### src/rtl/usb_fifo_ctrl.sv
// Pointer/occupancy controller for the dual-port endpoint buffer memory (synchronous read, 1-cycle latency).
// Optional almostFull/almostEmpty flags are built when USB_FIFO_CTRL_ALMOST_EN is defined.
module usb_fifo_ctrl #(
  parameter int FIFO_DEPTH       = 64,
  parameter int ADDR_WIDTH       = 6,
  parameter int ALMOST_FULL_LVL  = 60,
  parameter int ALMOST_EMPTY_LVL = 4
) (
  input  logic                  clk,
  input  logic                  rst_n,
  input  logic                  fifoWEn,
  input  logic                  fifoREn,
  input  logic                  flush,
  output logic                  memWrEn,
  output logic [ADDR_WIDTH-1:0] memAddrIn,
  output logic [ADDR_WIDTH-1:0] memAddrOut,
  output logic                  rdDataValid,
  output logic                  full,
  output logic                  empty,
  output logic [ADDR_WIDTH:0]   numElements,
  output logic                  wrErr,
  output logic                  rdErr
`ifdef USB_FIFO_CTRL_ALMOST_EN
  ,
  output logic                  almostFull,
  output logic                  almostEmpty
`endif
);

  typedef enum logic [1:0] {
    EMPTY,
    PARTIAL,
    FULL
  } fifoState_e;

  localparam logic [ADDR_WIDTH:0] DEPTH_CNT = FIFO_DEPTH[ADDR_WIDTH:0];

  logic [ADDR_WIDTH-1:0] wrPtr, wrPtrNext;
  logic [ADDR_WIDTH-1:0] rdPtr, rdPtrNext;
  logic [ADDR_WIDTH:0]   count, countNext;
  logic                  rdDataValidNext, wrErrNext, rdErrNext;
  logic                  wrAcc, rdAcc;
  fifoState_e            state;

  // The FIFO state is never stored separately; it is decoded from the occupancy count.
  always_comb begin
    state = PARTIAL;
    if (count == '0) begin
      state = EMPTY;
    end else if (count == DEPTH_CNT) begin
      state = FULL;
    end
  end

  assign full        = (state == FULL);
  assign empty       = (state == EMPTY);
  assign numElements = count;

  // A write at full is only legal when a read frees the same slot in the same cycle.
  assign rdAcc = fifoREn & ~flush & ~empty;
  assign wrAcc = fifoWEn & ~flush & (~full | rdAcc);

  assign memWrEn    = wrAcc;
  assign memAddrIn  = wrPtr;
  assign memAddrOut = rdPtr;

  always_comb begin
    wrPtrNext       = wrPtr;
    rdPtrNext       = rdPtr;
    countNext       = count;
    rdDataValidNext = rdAcc;
    wrErrNext       = fifoWEn & full & ~rdAcc & ~flush;
    rdErrNext       = fifoREn & empty & ~flush;
    if (flush) begin
      wrPtrNext       = '0;
      rdPtrNext       = '0;
      countNext       = '0;
      rdDataValidNext = 1'b0;
    end else begin
      if (wrAcc) begin
        wrPtrNext = wrPtr + 1'b1;
      end
      if (rdAcc) begin
        rdPtrNext = rdPtr + 1'b1;
      end
      case ({wrAcc, rdAcc})
        2'b10:   countNext = count + 1'b1;
        2'b01:   countNext = count - 1'b1;
        default: countNext = count;
      endcase
    end
  end

  always_ff @(posedge clk or negedge rst_n) begin
    if (!rst_n) begin
      wrPtr       <= '0;
      rdPtr       <= '0;
      count       <= '0;
      rdDataValid <= 1'b0;
      wrErr       <= 1'b0;
      rdErr       <= 1'b0;
    end else begin
      wrPtr       <= wrPtrNext;
      rdPtr       <= rdPtrNext;
      count       <= countNext;
      rdDataValid <= rdDataValidNext;
      wrErr       <= wrErrNext;
      rdErr       <= rdErrNext;
    end
  end

`ifdef USB_FIFO_CTRL_ALMOST_EN
  localparam logic [ADDR_WIDTH:0] AF_CNT = ALMOST_FULL_LVL[ADDR_WIDTH:0];
  localparam logic [ADDR_WIDTH:0] AE_CNT = ALMOST_EMPTY_LVL[ADDR_WIDTH:0];

  assign almostFull  = (count >= AF_CNT);
  assign almostEmpty = (count <= AE_CNT);
`else
  // Thresholds have no effect without the almost flags.
  wire unusedLvls = (ALMOST_FULL_LVL > ALMOST_EMPTY_LVL);
`endif

endmodule

### config.mk
export PLATFORM = sky130hd
export DESIGN_NAME = usb_fifo_ctrl
export DESIGN_NICKNAME = d
export VERILOG_FILES = /design/src/rtl/usb_fifo_ctrl.sv
export SDC_FILE = /design/constraint.sdc
export NUM_CORES = 1
export LEC_CHECK = 0
export CAP_MARGIN = 20
export CORE_UTILIZATION = 49
export CTS_CLUSTER_DIAMETER = 60
export DETAILED_ROUTE_END_ITERATION = 6
export GPL_ROUTABILITY_DRIVEN = 1
export PLACE_DENSITY = 0.82
export SYNTH_ARGS = -nofsm -noshare
export SYNTH_HDL_FRONTEND = slang
export SYNTH_SLANG_ARGS = --single-unit
### constraint.sdc
create_clock -name clk -period 3.05 [get_ports clk]
set_input_delay 0.61 -clock clk [delete_from_list [all_inputs] [get_ports clk]]
set_output_delay 0.61 -clock clk [all_outputs]
set_load 0.05 [all_outputs]
After elaboration in Yosys (flattened, before gate mapping):

Index checks and enable logic that the tools add are counted.

* flip-flop bits (word level): 22
* output and inout port bits: 25
* input port bits: 5

* reduce and logical (&&, ||, !) cells: 5
* multiplexer cells: 9
* add/subtract/negate cells: 4
* bitwise operators: 14
* eq/ne operators: 4

Operators with widths (count)
* $mux 6: 4
* $pmux 7 s2: 1
* $add 6x1->6 const B: 2
* $and 1x1->1: 9
* $add 7x1->7 const B: 1
* $eq 7x7->1 const B: 1
* $logic_not 7->1: 1
* $mux 7: 1
* $sub 7x1->7 const B: 1
* $eq 2x2->1 const B: 2
* $mux 2: 2
* $not 1->1: 4
* $reduce_bool 2->1: 2
* $reduce_bool 3->1: 1
* $eq 2x1->1 const B: 1
* $logic_not 2->1: 1
* $mux 1: 1
* $or 1x1->1: 1

Longest topological paths before layout:

* word-level depth: 11
* depth in mapped cells: 10

Least setup slack after synthesis:

No wires, ideal clock.

* path type: register to register
* start: register count[1] (netlist: numElements[1])
* end: register count[6] (netlist: numElements[6])
* path buffers: 0
* data arrival time: 3.302 ns
* slack: -0.390 ns
* setup time: 0.138 ns
* data required time: 2.912 ns
* cell stages (with the launch flop): 10
* cells stage by stage: dfrtp_1 nor4_4 nand2_1 nor2_1 nor3_1 ha_1 a21oi_1 o21ai_0 mux2i_1 o22ai_1

* word-level cells in the longest chain between the ends: 11
* elaborated cells between the ends (all ways): 18
* those cells by class: add/sub (2); eq/ne (4); mux (4); bitwise (5); reduce/logical (3)

RTL lines
* from (decl): RTL line 40 `logic [ADDR_WIDTH:0] count, countNext;`
* from (signal assigned): RTL line 105 `count <= countNext;`
* $eq 7x7->1: RTL line 50 `end else if (count == DEPTH_CNT) begin`
* $mux 2: RTL line 50
* $mux 2 *: RTL line 48 `if (count == '0) begin`
* $logic_not 2->1 *: RTL line 56 `assign empty = (state == EMPTY);`
* named net empty: RTL line 19 `output logic empty,`
* $not 1->1 *: RTL line 60 `assign rdAcc = fifoREn & ~flush & ~empty;`
* $and 1x1->1 *: RTL line 60
* $or 1x1->1: RTL line 61 `assign wrAcc = fifoWEn & ~flush & (~full | rdAcc);`
* $and 1x1->1: RTL line 61
* $eq 2x1->1 or $eq 2x2->1 (tied branches): RTL line 86 `case ({wrAcc, rdAcc})`
* $pmux 7 s2: RTL line 86
* $mux 7: RTL line 74 `if (flush) begin`

Mark *: on every way through the listed nets, which the timed path passes. The rest lies on a longest branch.
A chain may end at the register's enable or synchronous reset.

Worst setup path after layout:

* start: register count[1] (netlist: numElements[1])
* end: register count[6] (netlist: numElements[6])

* word-level cells in the longest chain between the ends: 11
* elaborated cells between the ends (all ways): 18
* those cells by class: add/sub (2); eq/ne (4); mux (4); bitwise (5); reduce/logical (3)

RTL lines (RTL line)
* $eq 7x7->1: 50
* $mux 2: 50
* $mux 2: 48
* $logic_not 2->1: 56
* $not 1->1: 60
* $and 1x1->1: 60
* $or 1x1->1: 61
* $and 1x1->1: 61
* $eq 2x1->1 or $eq 2x2->1 (tied branches): 86
* $pmux 7 s2: 86
* $mux 7: 74

Several ways; a longest one is shown, not always the timed one.

==> out/metrics.yaml <==
cp.arrival_ns: 3.01
crit_type: "flop to flop"
reg2reg_from: "numElements[1]"
grt_usage_pct: 23.0
nets: 184
ant_nets: 0
path_buf_inv: 1
powerDensity_nw_per_um2: 736
final_cell_mix: "clkdlybuf4s50_1, dfrtp_1, nor2_1"
post_drt_wl_per_cell_um: 13.7
finalSetupViolations: 0
cts_sinks: 22
r2r_cells: 10
netlist_instances: 134
synth_top_family_by_area: "simple AND/OR/NAND/NOR gates"
finalCritPeriodShare_pct: 92.1
maxCapViolations: 0
cpMaxStageDelayCell: "nor4_4"
fin_util_pct: 69.4
grt_pass1_wl_mm: 4.58
dieArea_um2: 2860
vias: 1091
grt_max_degree: 25
yosysSeqAreaShare_pct: 42.3
clock.fmax_mhz: 356
hold_path_startpoint: "memAddrIn[5]"
leakagePower_nw: 0.782
finalClockSkew_ns: 0.00227
critPathMaxFanout: 7
synth_fp_nets: 147
core_um2: 2500
hpwl_mm: 2.10
cts_buffers: 3
num_rows: 18
path_cells: "nor4_4, nand2_1, nor2_4, nor3_1, buf_4, ha_1, a21oi_1, o21ai_0, mux2i_1, o22ai_1"
clkTransAtPathRegs_ns: 0.12
drc: 0
status: "finished, final reports clean"
synth_xor_area_share_pct: 8.76
start_util_pct: 52.0
r2r_setup_slack_ns: 0.24
yosysUniqueCellTypes: 32
startpoint_type: "flop"
holdPathEnd: "memAddrIn[5]"
cts_max_path_buffers: 2
antenna_found_initial: 0
crit_family: "simple AND/OR/NAND/NOR gates"
syn_area_per_cell_um2: 9.70
gp_congestion: 0.791
hold_depth: 1
fin_crit_ns: 2.81
critical_path.max_stage_delay_ns: 0.51
reg2reg_to: "numElements[6]"
root_buffer: "clkbuf_4"
via_per_inst: 5.46
pin_count: 30
antenna_cells: 0
grt_overflow: 0
die_x_um: 53.5
worst_pin_slew_ns: 0.519
port_buffers: 29
worstPathRequired_ns: 3.25
hold_violations: 0
syn_to_final_growth_pct: 33.5
ctsHtreeMaxLevel: 1
tns_ns: 0
synth-compound-area-share_pct: 13.9
final_common_cell: "clkdlybuf4s50_1"
rsz0062_at_grt: "no"
path_depth: 10
fp.dieH_um: 53.5
relSlewSlack_pct: 65.2
synthMuxAreaShare_pct: 4.91
first_pass_iters: 4
synth.area.top_cells: "dfrtp_1, ha_1, xor2_1"
drtIter0Drc: 11
slew_violations: 0
grt_pass1_vias: 1031
netlist.top_cell.by_area: "dfrtp_1"
synthAdderAreaFrac_pct: 8.28
cts_tree: "done"
min_path_type: "flop to flop"
ys_ff_latch: 22
synth_top_area_share_pct: 42.3
synth_simple_gate_area_share_pct: 18.9
drt-total-wl_mm: 2.74
endpoint_kind: "flop"
yosys_warnings: 0
netlist_area_um2: 1300
drive_gt1_share_pct: 10.6
clock_latency_ns: 0.31
peakVddDrop_uv: 771
## through the flow
stage | total power [W] | setup WS (ns) | hold slack (ns) | instance area, um^2 | cells
2_1_floorplan | 0.000858 | 0.0904 | 0.314 | 1310 | 134
3_3_place_gp | 0.00105 | 0.209 | 0.461 | 1680 | 196
3_5_place_dp | 0.00107 | 0.130 | 0.486 | 1680 | 196
4_1_cts | 0.00129 | 0.0287 | 0.505 | 1730 | 200
5_1_grt | 0.00136 | 0.0321 | 0.539 | 1740 | 200
6_report | 0.00128 | 0.242 | 0.504 | 1740 | 200
## state kept, by name (all words and copies together), names as in the netlist
name and flops:
memAddrOut 6, numElements 7, rdErr 1, wrErr 1, memAddrIn 6, rdDataValid 1
## kinds of logic (layout without fill, tap and decap cells)
kind of cell,count (synthesis),in the layout
buf+inv,10,46
fa+ha+maj,8,8
compound gates,26,26
simple gates,49,49
mux,6,6
flops,22,22
xor+xnor,13,13
## what timing repair did
item	4_1_cts	5_1_grt
gates resized for setup	1	1
pin swaps	0	0
setup endpoints to repair	1	1
setup buffers	0	0
hold buffers	0	0
hold endpoints to repair	0	0
## power breakdown
part / switching (W) / internal (W)
Combinational: 0.000412 / 0.000238
Clock: 0.0000883 / 0.000133
Sequential: 0.0000681 / 0.000337
## layer usage
| metal | up-vias | track usage, % | routed length [um] |
|---|---|---|---|
| met1 | 520 | 27.3 | 1250 |
| met2 | 22 | 39.0 | 1350 |
| met5 | - | 0 | 0 |
| met4 | 0 | 10.1 | 50 |
| li1 | 545 | - | - |
| met3 | 4 | 5.75 | 89 |
## synth_stat cells
library cell and instances:
nand2b_1 4, mux2_1 3, fa_1 1, and2_1 1, a21oi_2 1, o22ai_1 1
inv_1 6, nor3_1 7, a211oi_1 3, nand4_1 4, o21ai_0 8, a31oi_1 1
o31ai_1 1, mux2i_1 3, and3_1 1, a41oi_2 1, xor2_1 10, a211oi_4 1
nor2_2 1, xnor2_1 3, dfrtp_1 22, nor2b_1 2, a21oi_1 6, clkbuf_1 3
o211ai_1 2, ha_1 7, nor2_1 16, nand3_1 2, nor4_4 1, nand2_1 10
buf_2 1, a21o_1 1
## cell type report
type / instances / area (um^2)
Fill cell: 193 / 764
Multi-Input combinational cell: 102 / 718
Sequential cell: 22 / 551
Timing Repair Buffer: 36 / 354
Tap cell: 30 / 37.5
Clock inverter: 1 / 30.0
Clock buffer: 3 / 22.5
Inverter: 6 / 22.5
## worst max-delay path by stage
stage                        start              to  slack, ns
floorplan           numElements[1]  numElements[6]       0.09
global placement             flush  numElements[5]       0.21
detailed placement           flush  numElements[5]       0.13
CTS                 numElements[1]            full       0.03
global route        numElements[1]  numElements[5]       0.03
finish              numElements[1]  numElements[6]       0.24
(Power assumes the default switching activity.)
